==> src/rtl/otter_intr_csr_if.sv <==
`default_nettype none
// +----------------------------------------------------------------------------+
// | otter_intr_csr_if                                                          |
// | Bundle between the OTTER control unit/datapath and the interrupt CSR unit. |
// | Revision: 1.0                                                              |
// +----------------------------------------------------------------------------+
interface otter_intr_csr_if;
  logic        intr_ext;
  logic        pc_we;
  logic        csr_WE;
  logic        mret_exec;
  logic        intr_taken;
  logic [11:0] csr_addr;
  logic [31:0] wd;
  logic [31:0] pc;
  logic        intr;
  logic [31:0] rd;
  logic [31:0] mtvec;
  logic [31:0] mepc;
  logic        mie;

  modport master (
    output intr_ext, pc_we, csr_WE, mret_exec, intr_taken, csr_addr, wd, pc,
    input  intr, rd, mtvec, mepc, mie
  );

  modport slave (
    input  intr_ext, pc_we, csr_WE, mret_exec, intr_taken, csr_addr, wd, pc,
    output intr, rd, mtvec, mepc, mie
  );
endinterface
`default_nettype wire

==> src/rtl/otter_intr_csr.sv <==
`default_nettype none
// +----------------------------------------------------------------------------+
// | otter_intr_csr                                                             |
// | External interrupt sync/edge/pending logic plus mstatus/mtvec/mepc/mcause. |
// | Revision: 1.0                                                              |
// +----------------------------------------------------------------------------+
module otter_intr_csr #(
  parameter int          SYNC_STAGES = 2,
  parameter logic [31:0] MTVEC_RST   = 32'h0000_0000,
  parameter logic [31:0] MCAUSE_EXT  = 32'h8000_000B
) (
  input  wire                    clk,
  input  wire                    RST,
  otter_intr_csr_if.slave        bus
);

  localparam logic [11:0] C_ADDR_MSTATUS = 12'h300;
  localparam logic [11:0] C_ADDR_MTVEC   = 12'h305;
  localparam logic [11:0] C_ADDR_MEPC    = 12'h341;
  localparam logic [11:0] C_ADDR_MCAUSE  = 12'h342;

  logic [SYNC_STAGES-1:0] r_sync;
  logic                   r_prev;
  logic                   r_pending;
  logic                   r_mie;
  logic                   r_mpie;
  logic [31:0]            r_mtvec;
  logic [31:0]            r_mepc;
  logic [31:0]            r_mcause;

  logic                   w_edge;
  logic                   w_mret;
  logic                   w_csr_wr;
  logic [31:0]            w_rd;

  assign w_edge   = r_sync[SYNC_STAGES-1] & ~r_prev;
  assign w_mret   = bus.pc_we & bus.mret_exec;
  assign w_csr_wr = bus.pc_we & bus.csr_WE;

  always_ff @(posedge clk) begin
    if (RST) begin
      r_sync    <= '0;
      r_prev    <= 1'b0;
      r_pending <= 1'b0;
      r_mie     <= 1'b0;
      r_mpie    <= 1'b0;
      r_mtvec   <= MTVEC_RST;
      r_mepc    <= 32'h0;
      r_mcause  <= 32'h0;
    end else begin
      r_sync <= {r_sync[SYNC_STAGES-2:0], bus.intr_ext};
      r_prev <= r_sync[SYNC_STAGES-1];

      // A fresh edge beats the acknowledge so it is not lost
      if (w_edge) begin
        r_pending <= 1'b1;
      end else if (bus.intr_taken) begin
        r_pending <= 1'b0;
      end

      if (bus.intr_taken) begin
        r_mepc   <= bus.pc;
        r_mpie   <= r_mie;
        r_mie    <= 1'b0;
        r_mcause <= MCAUSE_EXT;
      end else if (w_mret) begin
        r_mie  <= r_mpie;
        r_mpie <= 1'b1;
      end else if (w_csr_wr) begin
        case (bus.csr_addr)
          C_ADDR_MSTATUS: begin
            r_mie  <= bus.wd[3];
            r_mpie <= bus.wd[7];
          end
          C_ADDR_MTVEC:  r_mtvec  <= bus.wd;
          C_ADDR_MEPC:   r_mepc   <= bus.wd;
          C_ADDR_MCAUSE: r_mcause <= bus.wd;
          default: ;
        endcase
      end
    end
  end

  always_comb begin
    w_rd = 32'h0;
    case (bus.csr_addr)
      C_ADDR_MSTATUS: w_rd = {24'h0, r_mpie, 3'b000, r_mie, 3'b000};
      C_ADDR_MTVEC:   w_rd = r_mtvec;
      C_ADDR_MEPC:    w_rd = r_mepc;
      C_ADDR_MCAUSE:  w_rd = r_mcause;
      default:        w_rd = 32'h0;
    endcase
  end

  assign bus.intr  = r_pending & r_mie;
  assign bus.rd    = w_rd;
  assign bus.mtvec = r_mtvec;
  assign bus.mepc  = r_mepc;
  assign bus.mie   = r_mie;

endmodule
`default_nettype wire

==> src/flat_wrapper.sv <==
// flat-port wrapper written by rule: the top's interface ports become plain ports
module otter_intr_csr_flat 
#(
  parameter int          SYNC_STAGES = 2,
  parameter logic [31:0] MTVEC_RST   = 32'h0000_0000,
  parameter logic [31:0] MCAUSE_EXT  = 32'h8000_000B
)
  (clk, RST, bus_intr_ext, bus_pc_we, bus_csr_WE, bus_mret_exec, bus_intr_taken, bus_csr_addr, bus_wd, bus_pc, bus_intr, bus_rd, bus_mtvec, bus_mepc, bus_mie);
  otter_intr_csr_if bus_i ();
  input  wire clk;
  input  wire RST;
  input wire logic [$bits(bus_i.intr_ext)-1:0] bus_intr_ext;
  input wire logic [$bits(bus_i.pc_we)-1:0] bus_pc_we;
  input wire logic [$bits(bus_i.csr_WE)-1:0] bus_csr_WE;
  input wire logic [$bits(bus_i.mret_exec)-1:0] bus_mret_exec;
  input wire logic [$bits(bus_i.intr_taken)-1:0] bus_intr_taken;
  input wire logic [$bits(bus_i.csr_addr)-1:0] bus_csr_addr;
  input wire logic [$bits(bus_i.wd)-1:0] bus_wd;
  input wire logic [$bits(bus_i.pc)-1:0] bus_pc;
  output wire logic [$bits(bus_i.intr)-1:0] bus_intr;
  output wire logic [$bits(bus_i.rd)-1:0] bus_rd;
  output wire logic [$bits(bus_i.mtvec)-1:0] bus_mtvec;
  output wire logic [$bits(bus_i.mepc)-1:0] bus_mepc;
  output wire logic [$bits(bus_i.mie)-1:0] bus_mie;
  assign bus_i.intr_ext = bus_intr_ext;
  assign bus_i.pc_we = bus_pc_we;
  assign bus_i.csr_WE = bus_csr_WE;
  assign bus_i.mret_exec = bus_mret_exec;
  assign bus_i.intr_taken = bus_intr_taken;
  assign bus_i.csr_addr = bus_csr_addr;
  assign bus_i.wd = bus_wd;
  assign bus_i.pc = bus_pc;
  assign bus_intr = bus_i.intr;
  assign bus_rd = bus_i.rd;
  assign bus_mtvec = bus_i.mtvec;
  assign bus_mepc = bus_i.mepc;
  assign bus_mie = bus_i.mie;
  otter_intr_csr #(.SYNC_STAGES(SYNC_STAGES), .MTVEC_RST(MTVEC_RST), .MCAUSE_EXT(MCAUSE_EXT)) u_core (.clk(clk), .RST(RST), .bus(bus_i));
endmodule
==> config.mk <==
export PLATFORM = sky130hd
export DESIGN_NAME = otter_intr_csr_flat
export DESIGN_NICKNAME = d
export VERILOG_FILES = /design/src/rtl/otter_intr_csr_if.sv /design/src/rtl/otter_intr_csr.sv /design/src/flat_wrapper.sv
export SDC_FILE = /design/constraint.sdc
export NUM_CORES = 1
export LEC_CHECK = 0
export BUFFER_PORTS_ARGS = -buffer_cell sky130_fd_sc_hd__buf_2
export CAP_MARGIN = 40
export CORE_ASPECT_RATIO = 2
export CORE_MARGIN = 2
export CORE_UTILIZATION = 49
export DETAILED_ROUTE_END_ITERATION = 10
export PLACE_DENSITY = 0.84
export SLEW_MARGIN = 10
export SYNTH_ARGS = -nofsm -noshare
export SYNTH_HDL_FRONTEND = slang
export SYNTH_SLANG_ARGS = --single-unit
==> constraint.sdc <==
create_clock -name clk -period 3.6 [get_ports clk]
set_clock_uncertainty 0.15 [all_clocks]
set_input_delay 0.9 -clock clk [delete_from_list [all_inputs] [get_ports clk]]
set_output_delay 0.9 -clock clk [all_outputs]
set_load 0.05 [all_outputs]
==> flow_metrics.env <==
export IMPL_result_of_the_run="finished, violations left"
export IMPL_failing_checks="setup timing"
export IMPL_timing_final_max_slew_violations=0
export IMPL_synth_area_mm2=0.00453
export IMPL_synth_net_count=690
export IMPL_synthesis_yosys_warnings=0
export IMPL_detail_route_antenna_nets=0
export IMPL_synthCells=607
export IMPL_design_portCount=181
export IMPL_clock_tree_htree_level_count=3
export IMPL_grt_start_max_net_pins=50
export IMPL_ys_top_cells_by_area="sky130_fd_sc_hd__dfxtp_1 (45%), sky130_fd_sc_hd__nand2_1 (21%), sky130_fd_sc_hd__a21oi_1 (6.6%)"
export IMPL_regArea_mm2=0.00204
export IMPL_synth_seq_cells=102
export IMPL_synth_cell_types=34
export IMPL_cts_root_buffer_cell="sky130_fd_sc_hd__clkbuf_16"
export IMPL_chipHeight_um=140
export IMPL_synth_most_common_cell="sky130_fd_sc_hd__nand2_1"
export IMPL_p_leak_nw=2.67
export IMPL_grt_first_pass_wirelength_mm=23.5
export IMPL_startpoint_type_of_the_worst_setup_path="input port"
export IMPL_layout_area_overhead_vs_synth_pct=35.1
export IMPL_drcViolationCount=0
export IMPL_final_setup_tns_ps=-16.3
export IMPL_timing_max_slew_rel_slack_pct=55.9
export IMPL_clkSlewWorstSetupHoldPaths_ps=60
export IMPL_gp_routability_congestion=0.890
export IMPL_hold_end="u_core.r_sync[1]"
export IMPL_clock_latency_ps=350
export IMPL_synth_sequential_area_ratio_pct=45.0
export IMPL_antenna_found_initial=1
export IMPL_ir_worst_vdd_mv=0.281
export IMPL_grt_total_usage_pct=29.3
export IMPL_finalWirelength_mm=15.6
export IMPL_synth_top_cell_area_share_pct=45.0
export IMPL_worstPathArrival_ps=2560
export IMPL_timing_final_hold_violations=0
export IMPL_drt_vias_per_instance=5.93
export IMPL_timing_final_crit_share_pct=100
export IMPL_clock_path_buffers=2
export IMPL_hp_class="reg2reg"
export IMPL_hold_start="u_core.r_sync[0]"
export IMPL_max_cap_violations=0
export IMPL_number_of_rows_created_at_floorplan=49
export IMPL_synth_largest_area_cell="sky130_fd_sc_hd__dfxtp_1"
export IMPL_cts_tree="yes"
export IMPL_r2r_start="u_core.bus.mepc[9]"
export IMPL_critical_path_class="in2out"
export IMPL_drt_pass1_iterations=5
export IMPL_nNetsFinal=860
export IMPL_worstHoldPathCells=1
export IMPL_dieArea_mm2=0.0101
export IMPL_drive_gt1_share_pct=31.1
export IMPL_worst_ep_required_time_ps=2550
export IMPL_worst_r2r_cell_count=2
export IMPL_utilization_pct=68.0
export IMPL_worstMarginPinSlew_ps=660
export IMPL_maxClockFrequency_ghz=0.277
export IMPL_core_mm2=0.00901
export IMPL_r2r_end="u_core.bus.mepc[9]"
export IMPL_ys_async_sr_fraction_pct=0
export IMPL_fillers=731
export IMPL_cts_hold_buffers=0
export IMPL_drt_iter0_markers=484
export IMPL_setup_violations=5
export IMPL_floorplan_initialDensity_pct=50.3
export IMPL_post_synth_cell_area_avg_um2=7.47
export IMPL_worst_path_max_fanout=8
export IMPL_cellPowerDensity_mw_per_mm2=398
export IMPL_via_count=5249
export IMPL_dp_worst_setup_slack_ps=-86.3
export IMPL_synth_edf_count=0
export IMPL_routed_wire_length_per_instance_um=17.6
export IMPL_via_count_of_the_first_global_routing_pass=5036
export IMPL_dieWidth_um=72.0
export IMPL_grt_overflow_total=0
export IMPL_port_buffers=180
export IMPL_cts_sinks=102
export IMPL_total_power_mw=2.44
export IMPL_end_kind="output pin"
export IMPL_rsz0062_at_grt="true"
export IMPL_post_route_worst_setup_slack_ps=-8.16
export IMPL_ys_dominant_reg_cell="sky130_fd_sc_hd__dfxtp_1"
export IMPL_hold_slack_ps=289
export IMPL_cts_buffers=9
export IMPL_r2r_setup_slack_ps=2620
export IMPL_synth_top_cells_by_count="sky130_fd_sc_hd__nand2_1 (256), sky130_fd_sc_hd__dfxtp_1 (102), sky130_fd_sc_hd__a21oi_1 (60)"
export IMPL_multi_input_area_mm2=0.00236
export IMPL_final_period_minus_worst_setup_slack_ps=3610
export IMPL_place_hpwl_mm=10.2
## worst max-delay path, stage by stage
cell and delay, ps:
sky130_fd_sc_hd__buf_2 120, sky130_fd_sc_hd__or4b_4 610, sky130_fd_sc_hd__nor3_4 230, sky130_fd_sc_hd__buf_4 170
sky130_fd_sc_hd__buf_6 160, sky130_fd_sc_hd__a22oi_1 120, sky130_fd_sc_hd__nand2_2 90, sky130_fd_sc_hd__buf_6 150
## power breakdown
group	internal (mW)	switching [mW]	total [mW]
combinational	0.0859	0.193	0.279
sequential	1.16	0.0226	1.18
clock	0.543	0.433	0.976
## layout make-up
cell class / instances / area share (%)
timing repair buffer: 205 / 21.0
sequential: 102 / 33.3
tap: 102 / 2.08
multi-input combinational: 457 / 38.6
clock inverter: 6 / 1.14
clock buffer: 10 / 3.74
inverter: 2 / 0.123
antenna: 1 / 0.0408
## logic make-up after synthesis
family | synth area share (%)
simple gates | 30.1
compound gates | 19.6
flops | 45.0
buf+inv | 4.77
mux | 0.442
## through the flow
| step | cell area, um^2 | std cells |
|---|---|---|
| after detailed placement | 5610 | 864 |
| after floorplan | 4570 | 607 |
| final | 6130 | 885 |
| after global placement | 5610 | 864 |
| after global routing | 6130 | 885 |
| after CTS | 5980 | 880 |
## repair_timing
action                     CTS  global route
setup endpoints to repair   30            32
cloned                       0             2
pin swaps                    0             1
buffers inserted             0             2
resized for setup           26            33
## registers in the layout, indices dropped and copies added (netlist names)
| signal | flops |
|---|---|
| u_core.r_prev | 1 |
| u_core.bus.mie | 1 |
| u_core.bus.mtvec | 32 |
| u_core.r_mpie | 1 |
| u_core.bus.mepc | 32 |
| u_core.r_sync | 2 |
| u_core.r_pending | 1 |
| u_core.r_mcause | 32 |
## per-layer routing
| metal | up-vias | routed length (um) | track usage (%) |
|---|---|---|---|
| met5 | - | 0 | 0 |
| met4 | 0 | 769 | 17.6 |
| met3 | 65 | 1130 | 4.10 |
| met2 | 317 | 8130 | 51.2 |
| met1 | 2445 | 5570 | 32.7 |
| li1 | 2422 | - | - |
## layout by cell type (no fill, tap or decap), types with 3 or more instances in the layout
| cell | n |
|---|---|
| sky130_fd_sc_hd__a21oi_1 | 60 |
| sky130_fd_sc_hd__a22oi_1 | 29 |
| sky130_fd_sc_hd__a311oi_1 | 32 |
| sky130_fd_sc_hd__a31oi_1 | 5 |
| sky130_fd_sc_hd__buf_12 | 3 |
| sky130_fd_sc_hd__buf_2 | 148 |
| sky130_fd_sc_hd__buf_4 | 35 |
| sky130_fd_sc_hd__buf_6 | 16 |
| sky130_fd_sc_hd__clkbuf_16 | 10 |
| sky130_fd_sc_hd__clkinvlp_4 | 3 |
| sky130_fd_sc_hd__dfxtp_1 | 102 |
| sky130_fd_sc_hd__nand2_1 | 246 |
| sky130_fd_sc_hd__nand2_2 | 10 |
| sky130_fd_sc_hd__nand4_1 | 3 |
| sky130_fd_sc_hd__nor2_1 | 34 |
| sky130_fd_sc_hd__nor2b_1 | 3 |
| sky130_fd_sc_hd__nor3_4 | 3 |
| sky130_fd_sc_hd__nor4_4 | 3 |
| sky130_fd_sc_hd__or4bb_1 | 3 |
## worst max-delay path by stage
stage               cells after the start              from  slack [ps]          to
CTS                                     7   bus_csr_addr[5]         0.6  bus_rd[24]
global placement                        7   bus_csr_addr[5]         -40  bus_rd[31]
detailed placement                      7   bus_csr_addr[5]         -90  bus_rd[31]
global route                            8  bus_csr_addr[11]         -40  bus_rd[17]
finish                                  8  bus_csr_addr[11]          -8   bus_rd[5]
floorplan                               5   bus_csr_addr[5]           2  bus_rd[10]
No activity file was read; power rests on OpenSTA's default activity.
